`src/rtl/apb_master_if.sv`:
```
`default_nettype none
// +----------------------------------------------------------------------+
// | apb_master_if : command/response and APB3 bus bundle for apb_master  |
// | Rev 1.0 - initial release                                            |
// +----------------------------------------------------------------------+
interface apb_master_if #(
  parameter int ADDR_W = 8
);
  logic              cmd_valid;
  logic              cmd_ready;
  logic              cmd_write;
  logic [ADDR_W-1:0] cmd_addr;
  logic [31:0]       cmd_wdata;
  logic              rsp_valid;
  logic [31:0]       rsp_rdata;
  logic              rsp_err;
  logic              PSEL;
  logic              PENABLE;
  logic              PWRITE;
  logic [ADDR_W-1:0] PADDR;
  logic [31:0]       PWDATA;
  logic [31:0]       PRDATA;
  logic              PREADY;
  logic              PSLVERR;

  modport master (
    input  cmd_valid, cmd_write, cmd_addr, cmd_wdata, PRDATA, PREADY, PSLVERR,
    output cmd_ready, rsp_valid, rsp_rdata, rsp_err,
    output PSEL, PENABLE, PWRITE, PADDR, PWDATA
  );

  modport slave (
    output cmd_valid, cmd_write, cmd_addr, cmd_wdata, PRDATA, PREADY, PSLVERR,
    input  cmd_ready, rsp_valid, rsp_rdata, rsp_err,
    input  PSEL, PENABLE, PWRITE, PADDR, PWDATA
  );
endinterface
`default_nettype wire

```
`src/rtl/apb_master.sv`:
```
`default_nettype none
// +----------------------------------------------------------------------+
// | apb_master : single-beat command to APB3 transfer initiator          |
// | Optional ACCESS timeout abort enabled by APB_MASTER_TIMEOUT_EN       |
// | Rev 1.0 - initial release                                            |
// +----------------------------------------------------------------------+
module apb_master #(
  parameter int ADDR_W  = 8,
  parameter int TIMEOUT = 16
) (
  input  logic          pclk,
  input  logic          nreset,
  apb_master_if.master  bus
);

  typedef enum logic [1:0] {
    S_IDLE   = 2'd0,
    S_SETUP  = 2'd1,
    S_ACCESS = 2'd2
  } state_t;

  generate
    if (TIMEOUT < 1) begin : g_timeout_check
      $error("apb_master: TIMEOUT must be at least 1");
    end
  endgenerate

  state_t            r_state;
  logic              r_psel;
  logic              r_penable;
  logic              r_pwrite;
  logic [ADDR_W-1:0] r_paddr;
  logic [31:0]       r_pwdata;
  logic              r_rsp_valid;
  logic [31:0]       r_rsp_rdata;
  logic              r_rsp_err;

`ifdef APB_MASTER_TIMEOUT_EN
  localparam int                 c_CNT_W    = $clog2(TIMEOUT + 1);
  localparam logic [c_CNT_W-1:0] c_CNT_LAST = c_CNT_W'(TIMEOUT - 1);
  logic [c_CNT_W-1:0]            r_wait_cnt;
`endif

  always_ff @(posedge pclk) begin
    if (!nreset) begin
      r_state     <= S_IDLE;
      r_psel      <= 1'b0;
      r_penable   <= 1'b0;
      r_pwrite    <= 1'b0;
      r_paddr     <= '0;
      r_pwdata    <= '0;
      r_rsp_valid <= 1'b0;
      r_rsp_rdata <= '0;
      r_rsp_err   <= 1'b0;
`ifdef APB_MASTER_TIMEOUT_EN
      r_wait_cnt  <= '0;
`endif
    end else begin
      r_rsp_valid <= 1'b0;
      case (r_state)
        S_IDLE: begin
          if (bus.cmd_valid) begin
            r_state  <= S_SETUP;
            r_psel   <= 1'b1;
            r_pwrite <= bus.cmd_write;
            r_paddr  <= bus.cmd_addr;
            r_pwdata <= bus.cmd_wdata;
          end
        end
        S_SETUP: begin
          r_state   <= S_ACCESS;
          r_penable <= 1'b1;
`ifdef APB_MASTER_TIMEOUT_EN
          r_wait_cnt <= '0;
`endif
        end
        S_ACCESS: begin
          if (bus.PREADY) begin
            r_state     <= S_IDLE;
            r_psel      <= 1'b0;
            r_penable   <= 1'b0;
            r_rsp_valid <= 1'b1;
            r_rsp_err   <= bus.PSLVERR;
            r_rsp_rdata <= r_pwrite ? 32'd0 : bus.PRDATA;
          end
`ifdef APB_MASTER_TIMEOUT_EN
          // Slave stalled for TIMEOUT access cycles: give up and report an error
          else if (r_wait_cnt == c_CNT_LAST) begin
            r_state     <= S_IDLE;
            r_psel      <= 1'b0;
            r_penable   <= 1'b0;
            r_rsp_valid <= 1'b1;
            r_rsp_err   <= 1'b1;
            r_rsp_rdata <= 32'd0;
          end else begin
            r_wait_cnt <= r_wait_cnt + 1'b1;
          end
`endif
        end
        default: begin
          r_state <= S_IDLE;
        end
      endcase
    end
  end

  assign bus.cmd_ready = (r_state == S_IDLE);
  assign bus.PSEL      = r_psel;
  assign bus.PENABLE   = r_penable;
  assign bus.PWRITE    = r_pwrite;
  assign bus.PADDR     = r_paddr;
  assign bus.PWDATA    = r_pwdata;
  assign bus.rsp_valid = r_rsp_valid;
  assign bus.rsp_rdata = r_rsp_rdata;
  assign bus.rsp_err   = r_rsp_err;

endmodule
`default_nettype wire

```
`src/flat_wrapper.sv`:
```
// flat-port wrapper written by rule: the top's interface ports become plain ports
module apb_master_flat 
#(
  parameter int ADDR_W  = 8,
  parameter int TIMEOUT = 16
)
  (pclk, nreset, bus_cmd_valid, bus_cmd_write, bus_cmd_addr, bus_cmd_wdata, bus_PRDATA, bus_PREADY, bus_PSLVERR, bus_cmd_ready, bus_rsp_valid, bus_rsp_rdata, bus_rsp_err, bus_PSEL, bus_PENABLE, bus_PWRITE, bus_PADDR, bus_PWDATA);
  apb_master_if #(.ADDR_W(ADDR_W)) bus_i ();
  input  logic pclk;
  input  logic nreset;
  input wire logic [$bits(bus_i.cmd_valid)-1:0] bus_cmd_valid;
  input wire logic [$bits(bus_i.cmd_write)-1:0] bus_cmd_write;
  input wire logic [$bits(bus_i.cmd_addr)-1:0] bus_cmd_addr;
  input wire logic [$bits(bus_i.cmd_wdata)-1:0] bus_cmd_wdata;
  input wire logic [$bits(bus_i.PRDATA)-1:0] bus_PRDATA;
  input wire logic [$bits(bus_i.PREADY)-1:0] bus_PREADY;
  input wire logic [$bits(bus_i.PSLVERR)-1:0] bus_PSLVERR;
  output wire logic [$bits(bus_i.cmd_ready)-1:0] bus_cmd_ready;
  output wire logic [$bits(bus_i.rsp_valid)-1:0] bus_rsp_valid;
  output wire logic [$bits(bus_i.rsp_rdata)-1:0] bus_rsp_rdata;
  output wire logic [$bits(bus_i.rsp_err)-1:0] bus_rsp_err;
  output wire logic [$bits(bus_i.PSEL)-1:0] bus_PSEL;
  output wire logic [$bits(bus_i.PENABLE)-1:0] bus_PENABLE;
  output wire logic [$bits(bus_i.PWRITE)-1:0] bus_PWRITE;
  output wire logic [$bits(bus_i.PADDR)-1:0] bus_PADDR;
  output wire logic [$bits(bus_i.PWDATA)-1:0] bus_PWDATA;
  assign bus_i.cmd_valid = bus_cmd_valid;
  assign bus_i.cmd_write = bus_cmd_write;
  assign bus_i.cmd_addr = bus_cmd_addr;
  assign bus_i.cmd_wdata = bus_cmd_wdata;
  assign bus_i.PRDATA = bus_PRDATA;
  assign bus_i.PREADY = bus_PREADY;
  assign bus_i.PSLVERR = bus_PSLVERR;
  assign bus_cmd_ready = bus_i.cmd_ready;
  assign bus_rsp_valid = bus_i.rsp_valid;
  assign bus_rsp_rdata = bus_i.rsp_rdata;
  assign bus_rsp_err = bus_i.rsp_err;
  assign bus_PSEL = bus_i.PSEL;
  assign bus_PENABLE = bus_i.PENABLE;
  assign bus_PWRITE = bus_i.PWRITE;
  assign bus_PADDR = bus_i.PADDR;
  assign bus_PWDATA = bus_i.PWDATA;
  apb_master #(.ADDR_W(ADDR_W), .TIMEOUT(TIMEOUT)) u_core (.pclk(pclk), .nreset(nreset), .bus(bus_i));
endmodule
```
`config.mk`:
```
export PLATFORM = sky130hd
export DESIGN_NAME = apb_master_flat
export DESIGN_NICKNAME = d
export VERILOG_FILES = /design/src/rtl/apb_master_if.sv /design/src/rtl/apb_master.sv /design/src/flat_wrapper.sv
export SDC_FILE = /design/constraint.sdc
export NUM_CORES = 1
export LEC_CHECK = 0
export ABC_CLOCK_PERIOD_IN_PS = 2900
export CORE_MARGIN = 5
export CORE_UTILIZATION = 42
export CTS_CLUSTER_SIZE = 16
export DETAILED_ROUTE_END_ITERATION = 16
export PLACE_DENSITY = 0.94
export SYNTH_ARGS = -nofsm -noshare
export SYNTH_HDL_FRONTEND = slang
export SYNTH_SLANG_ARGS = --single-unit
```
`constraint.sdc`:
```
create_clock -name pclk -period 2.9 [get_ports pclk]
set_clock_uncertainty 0.05 [all_clocks]
set_input_delay 0.29 -clock pclk [delete_from_list [all_inputs] [get_ports pclk]]
set_output_delay 0.29 -clock pclk [all_outputs]
set_load 0.005 [all_outputs]
```
==> results_dict.tcl, run 1 <==
set metrics [dict create \
    syn_avg_cell_area_um2 8.45 \
    path_class "reg -> reg" \
    hold_path_class "reg -> reg" \
    end_kind "flop" \
    final_common_cell "clkdlybuf4s50_1" \
    die_h_um 93.8 \
    final-setup-viol-count 0 \
    intPower_w 0.00192 \
    initial_core_util_pct 43.4 \
    worstPathCellList "nand3b_4, or3b_2, a21oi_1" \
    seq_area_frac_synth_pct 53.7 \
    min_period_over_period_pct 62.1 \
    synth-seq-cells 79 \
    ios 156 \
    seq_power_share_pct 46.8 \
    cts_max_level 3 \
    grt_antenna_before_repair 0 \
    clock_power_share_pct 39.4 \
    slowest_stage "or3b_2" \
    critPathMaxFanout 56 \
    die_w_um 93.8 \
    nets 566 \
    rsz0062_at_grt "false" \
    power.density_mw_per_mm2 524 \
    ctsHoldBuffers 0 \
    power_switching_w 0.000570 \
    syn2layout_area_growth_pct 61.3 \
    tightest_slew_ns 0.930 \
    switching_share_pct 22.9 \
    crit_required_ns 3.11 \
    drt_iter0_drc 117 \
    detail-route-antenna-nets 0 \
    syn_area_mm2 0.00295 \
    ys_types 18 \
    portBuffers 155 \
    cts_tree "yes" \
    path_clk_slew_ns 0.08 \
    grt_overflow 0 \
    grt_pass1_vias 2785 \
    hold_viol 0 \
    synth_warnings 0 \
    dr_total_vias 2892 \
    wl_per_cell_um 14.8 \
    mostFrequentLayoutCells "clkdlybuf4s50_1 (154), dfxtp_1 (79), nand2_1 (74), o21ai_0 (48), nand3_1 (46)" \
    critPathLaunchType "flop" \
    power.leakage_nw 1.68 \
    diodes 0 \
    fp.dieArea_mm2 0.00879 \
    cts_made_buffers 9 \
    tns_ns 0 \
    placementRows 30 \
    cts_resized 0 \
    run_status "completed" \
    period_needed_ns 1.80 \
    synthCells 349 \
    maxCapViolCount 0 \
    clockBufferDepth 2 \
    synth_nets 427 \
    fmax_mhz 555 \
    cp.arrival_ns 2.01 \
    grt_use_total_pct 19.5 \
    gp_congestion 0.757 \
    dp_hpwl_mm 6.36 \
    grt_pass1_wl_mm 13.6 \
    cts_root_buf "clkbuf_8" \
    drive_gt1_share_pct 5.27 \
    grt_max_degree 61 \
    critPathMaxStageDelay_ns 0.60 \
    clk_latency_ns 0.34 \
    first_pass_iters 4 \
    fin_util_pct 70.0 \
    slew_violations 0 \
    slew_headroom_pct 37.9 \
    remaining_drc_errors 0 \
    pwr-share-comb_pct 13.9 \
    routed_wl_mm 8.70 \
    cts.sinks 79 \
    via_per_inst 4.91 \
    post_cts_buffers 0 \
    peakVddDrop_v 0.000356 \
    core_mm2 0.00679 \
]
==> registers in the layout (all words and copies together), names as in the netlist <==
signal                flops
u_core.bus.PWDATA        32
u_core.bus.rsp_rdata     32
u_core.bus.PADDR          8
u_core.r_state            2
u_core.bus.PENABLE        1
u_core.bus.PSEL           1
u_core.bus.PWRITE         1
u_core.bus.rsp_err        1
u_core.bus.rsp_valid      1
==> Yosys cell counts <==
library cell / count / area, um^2
or3b_1: 26 / 228
nand3_1: 46 / 230
clkbuf_1: 19 / 71.3
o21ai_0: 48 / 240
buf_4: 4 / 30.0
nor2b_1: 1 / 6.26
nor2_1: 5 / 18.8
or3b_2: 2 / 17.5
clkbuf_2: 2 / 10.0
buf_2: 7 / 35.0
nand3b_4: 1 / 20.0
and2_1: 1 / 6.26
nor3b_1: 1 / 7.51
mux2i_1: 1 / 10.0
dfxtp_1: 79 / 1580
a21oi_1: 30 / 150
nand2_1: 74 / 278
inv_1: 2 / 7.51
==> stage by stage <==
step	setup slack [ns]	total power (W)	instance area [um^2]	instances	hold WS, ns
after global routing	0.988	0.00261	4750	589	0.433
after detailed placement	0.757	0.00154	4510	573	0.397
after floorplan	1.62	0.00131	2950	349	0.370
after CTS	1.10	0.00252	4750	589	0.408
after global placement	0.814	0.00153	4510	573	0.387
final	1.10	0.00249	4750	589	0.407
==> worst max-delay path: cells and delay by family, from the launching register on <==
kind / cells / cell delay (ns)
flip-flops: 1 / 0.49
AO/OA/AOI/OAI: 1 / 0.14
AND/OR/NAND/NOR: 2 / 1.03
==> power groups by stage <==
stage / clock [W] / sequential (W) / combinational [W]
after detailed placement: 0 / 0.00119 / 0.000347
final: 0.000982 / 0.00117 / 0.000346
after CTS: 0.00100 / 0.00117 / 0.000350
after floorplan: 0 / 0.00119 / 0.000116
after global placement: 0 / 0.00119 / 0.000338
after global routing: 0.00106 / 0.00117 / 0.000376
==> worst paths after layout <==
path | startpoint | end | slack, ns | cells after the start
worst max register to register | u_core.r_state[1]$_SDFFE_PN0P_ | u_core.bus.rsp_rdata[14]$_SDFFE_PN0P_ | 1.10 | 3
worst min-delay path | u_core.bus.rsp_rdata[15]$_SDFFE_PN0P_ | u_core.bus.rsp_rdata[15]$_SDFFE_PN0P_ | 0.41 | 2
worst max-delay path | u_core.r_state[1]$_SDFFE_PN0P_ | u_core.bus.rsp_rdata[14]$_SDFFE_PN0P_ | 1.10 | 3
worst min register to register | u_core.bus.rsp_rdata[15]$_SDFFE_PN0P_ | u_core.bus.rsp_rdata[15]$_SDFFE_PN0P_ | 0.41 | 2
==> routing by layer <==
metal  vias to the layer above  part of all wire (%)  global-route usage, %
met2                        97                    49                   33.2
met4                         0                   1.6                   6.14
met1                      1321                    40                   22.4
met3                        12                   9.5                   7.37
met5                         -                     0                      0
li1                       1462                     -                      -
==> kinds of logic (layout without fill, tap and decap cells) <==
kind of cell / count (synthesis) / count (layout) / synth area share [%]
buf+inv: 34 / 178 / 5.22
flops: 79 / 79 / 53.7
simple gates: 157 / 157 / 27.5
mux: 1 / 1 / 0.340
compound gates: 78 / 78 / 13.2
==> area by class of cell <==
cell class | count | area, um^2
Timing Repair Buffer | 160 | 1580
Sequential cell | 79 | 1580
Tap cell | 96 | 120
Multi-Input combinational cell | 236 | 1220
Fill cell | 514 | 2040
Clock buffer | 9 | 124
Inverter | 2 | 7.51
Clock inverter | 7 | 120
Note: power is estimated with default switching activity, not from simulation.
==> run 2, diff against run 1 <==
--- a/config.mk
+++ b/config.mk
@@ -5,12 +5,12 @@
 export SDC_FILE = /design/constraint.sdc
 export NUM_CORES = 1
 export LEC_CHECK = 0
-export ABC_CLOCK_PERIOD_IN_PS = 2900
+export ABC_CLOCK_PERIOD_IN_PS = 1600
 export CORE_MARGIN = 5
-export CORE_UTILIZATION = 42
+export CORE_UTILIZATION = 35
 export CTS_CLUSTER_SIZE = 16
 export DETAILED_ROUTE_END_ITERATION = 16
-export PLACE_DENSITY = 0.94
+export PLACE_DENSITY = 0.85
 export SYNTH_ARGS = -nofsm -noshare
 export SYNTH_HDL_FRONTEND = slang
 export SYNTH_SLANG_ARGS = --single-unit
==> constraint.sdc (replaced) <==
create_clock -name pclk -period 1.6 [get_ports pclk]
set_clock_uncertainty 0.05 [all_clocks]
set_input_delay 0.16 -clock pclk [delete_from_list [all_inputs] [get_ports pclk]]
set_output_delay 0.16 -clock pclk [all_outputs]
set_load 0.005 [all_outputs]
==> run 2 against run 1 <==
  * Sequential power up 80%
  * Core utilization down 11 points
  * Worst hold slack worse by 0.20 ns
  * Register-to-register slack worse by 0.93 ns
  * First-iteration DRC count down 57%
==> results_dict.tcl, run 2 (synthesis gave the netlist of run 1 again) <==
set metrics [dict create \
    run_status "completed" \
    grt_use_total_pct 16.0 \
    crit_required_ns 1.39 \
    ios 156 \
    final-setup-viol-count 0 \
    maxCapViolCount 0 \
    min_period_over_period_pct 90.6 \
    portBuffers 155 \
    reg2reg_depth 4 \
    dp_hpwl_mm 6.29 \
    setup_ws_ns 0.150 \
    path_clk_slew_ns 0.09 \
    slowest_stage "clkdlybuf4s50_1" \
    slew_violations 0 \
    first_pass_iters 7 \
    die_h_um 102 \
    clk_latency_ns 0.34 \
    drt_iter0_drc 50 \
    fp.dieArea_mm2 0.0104 \
    detail-route-antenna-nets 0 \
    power.leakage_nw 1.72 \
    clockBufferDepth 2 \
    cts.sinks 79 \
    end_kind "output port" \
    critPathMaxStageDelay_ns 0.53 \
    syn2layout_area_growth_pct 64.0 \
    critPathMaxFanout 3 \
    stdcell_area_mm2 0.00484 \
    routed_wl_mm 8.31 \
    path_class "reg -> out" \
    cts_made_buffers 9 \
    hold_viol 0 \
    gp_congestion 0.880 \
    initial_core_util_pct 35.9 \
    cts_max_level 3 \
    ctsHoldBuffers 0 \
    power_w 0.00426 \
    fin_util_pct 58.9 \
    rsz0062_at_grt "false" \
    grt_antenna_before_repair 0 \
    remaining_drc_errors 0 \
    tightest_slew_ns 0.440 \
    grt_pass1_wl_mm 13.2 \
    grt_pass1_vias 2787 \
    cp_num_cells 1 \
    path_buf_inv 1 \
    fmax_mhz 690 \
    nets 576 \
    power.density_mw_per_mm2 881 \
    hold_path_class "in -> reg" \
    holdPathStages 3 \
    slew_headroom_pct 70.7 \
    core_mm2 0.00822 \
    post_cts_buffers 0 \
    worstPathCellList "clkdlybuf4s50_1" \
    final_common_cell "clkdlybuf4s50_1" \
    path_delay_family "buffers and inverters" \
    dr_total_vias 2907 \
    cts_root_buf "clkbuf_8" \
    postPlaceCellArea_mm2 0.00463 \
    grt_max_degree 49 \
    peakVddDrop_v 0.000404 \
    wl_per_cell_um 13.7 \
    die_w_um 102 \
    placementRows 33 \
    mostFrequentLayoutCells "clkdlybuf4s50_1 (153), dfxtp_1 (79), nand2_1 (74), o21ai_0 (48), nand3_1 (46)" \
    cp.arrival_ns 1.24 \
    grt_overflow 0 \
    drive_gt1_share_pct 7.16 \
    period_needed_ns 1.45 \
    cts_tree "yes" \
    critPathLaunchType "flop" \
    via_per_inst 4.78 \
    dp_slack_ns -0.137 \
    diodes 0 \
]
run 2: cell count changes in the layout (fill, tap and decap cells not counted):
cell | before | now
buf_4 | 5 | 12
buf_12 | 0 | 3
bufinv_16 | 3 | 1
clkinvlp_4 | 1 | 3
clkdlybuf4s50_1 | 154 | 153
clkinv_2 | 1 | 0
dlygate4sd2_1 | 0 | 1
inv_6 | 1 | 2
run 2: worst paths after layout:
path	from	endpoint	slack, ns
worst max-delay path	u_core.bus.PENABLE$_SDFFE_PN0P_	bus_PENABLE	0.15
worst min-delay path	nreset	u_core.bus.rsp_rdata[15]$_SDFFE_PN0P_	0.20
worst max register to register	u_core.r_state[1]$_SDFFE_PN0P_	u_core.bus.rsp_rdata[12]$_SDFFE_PN0P_	0.17
worst min register to register	u_core.bus.rsp_rdata[8]$_SDFFE_PN0P_	u_core.bus.rsp_rdata[8]$_SDFFE_PN0P_	0.40
run 2: power breakdown:
| part | leakage, nW | switching, W | internal [W] |
|---|---|---|---|
| Sequential | 0.645 | 0.0000493 | 0.00206 |
| Combinational | 0.980 | 0.000248 | 0.000411 |
| Clock | 0.0925 | 0.000759 | 0.000734 |
run 2: metrics by stage:
stage                     std cells  hold slack (ns)  TNS, ns
final                           608            0.202        0
after global routing            608            0.210        0
after CTS                       608            0.187        0
after detailed placement        592            0.395    -1.62
after global placement          592            0.388   -0.845
after floorplan                 349            0.240        0
run 2: worst min-delay path: stages:
cell and delay [ns]:
buf_2 0.12, inv_1 0.14, a21oi_1 0.14
run 2: what timing repair did:
| action | 4_1_cts | 5_1_grt |
|---|---|---|
| endpoints found under the hold margin | 0 | 0 |
| gates resized for setup | 1 | 0 |
| endpoints found under the setup margin | 1 | 0 |
run 2: layout make-up:
class / instances / area, um^2
clock buffers: 9 / 124
clock inverters: 7 / 78.8
fillers: 716 / 3380
inverters: 2 / 7.51
multi-input cells: 236 / 1220
flip-flops and latches: 79 / 1580
well taps: 105 / 131
repair buffers: 170 / 1700
run 2: metal layers:
layer | global-route usage [%] | vias up | wire [um]
met5 | 0 | - | 0
met4 | 3.89 | 0 | 53
li1 | - | 1479 | -
met2 | 27.2 | 113 | 3890
met1 | 18.6 | 1309 | 3500
met3 | 6.82 | 6 | 872
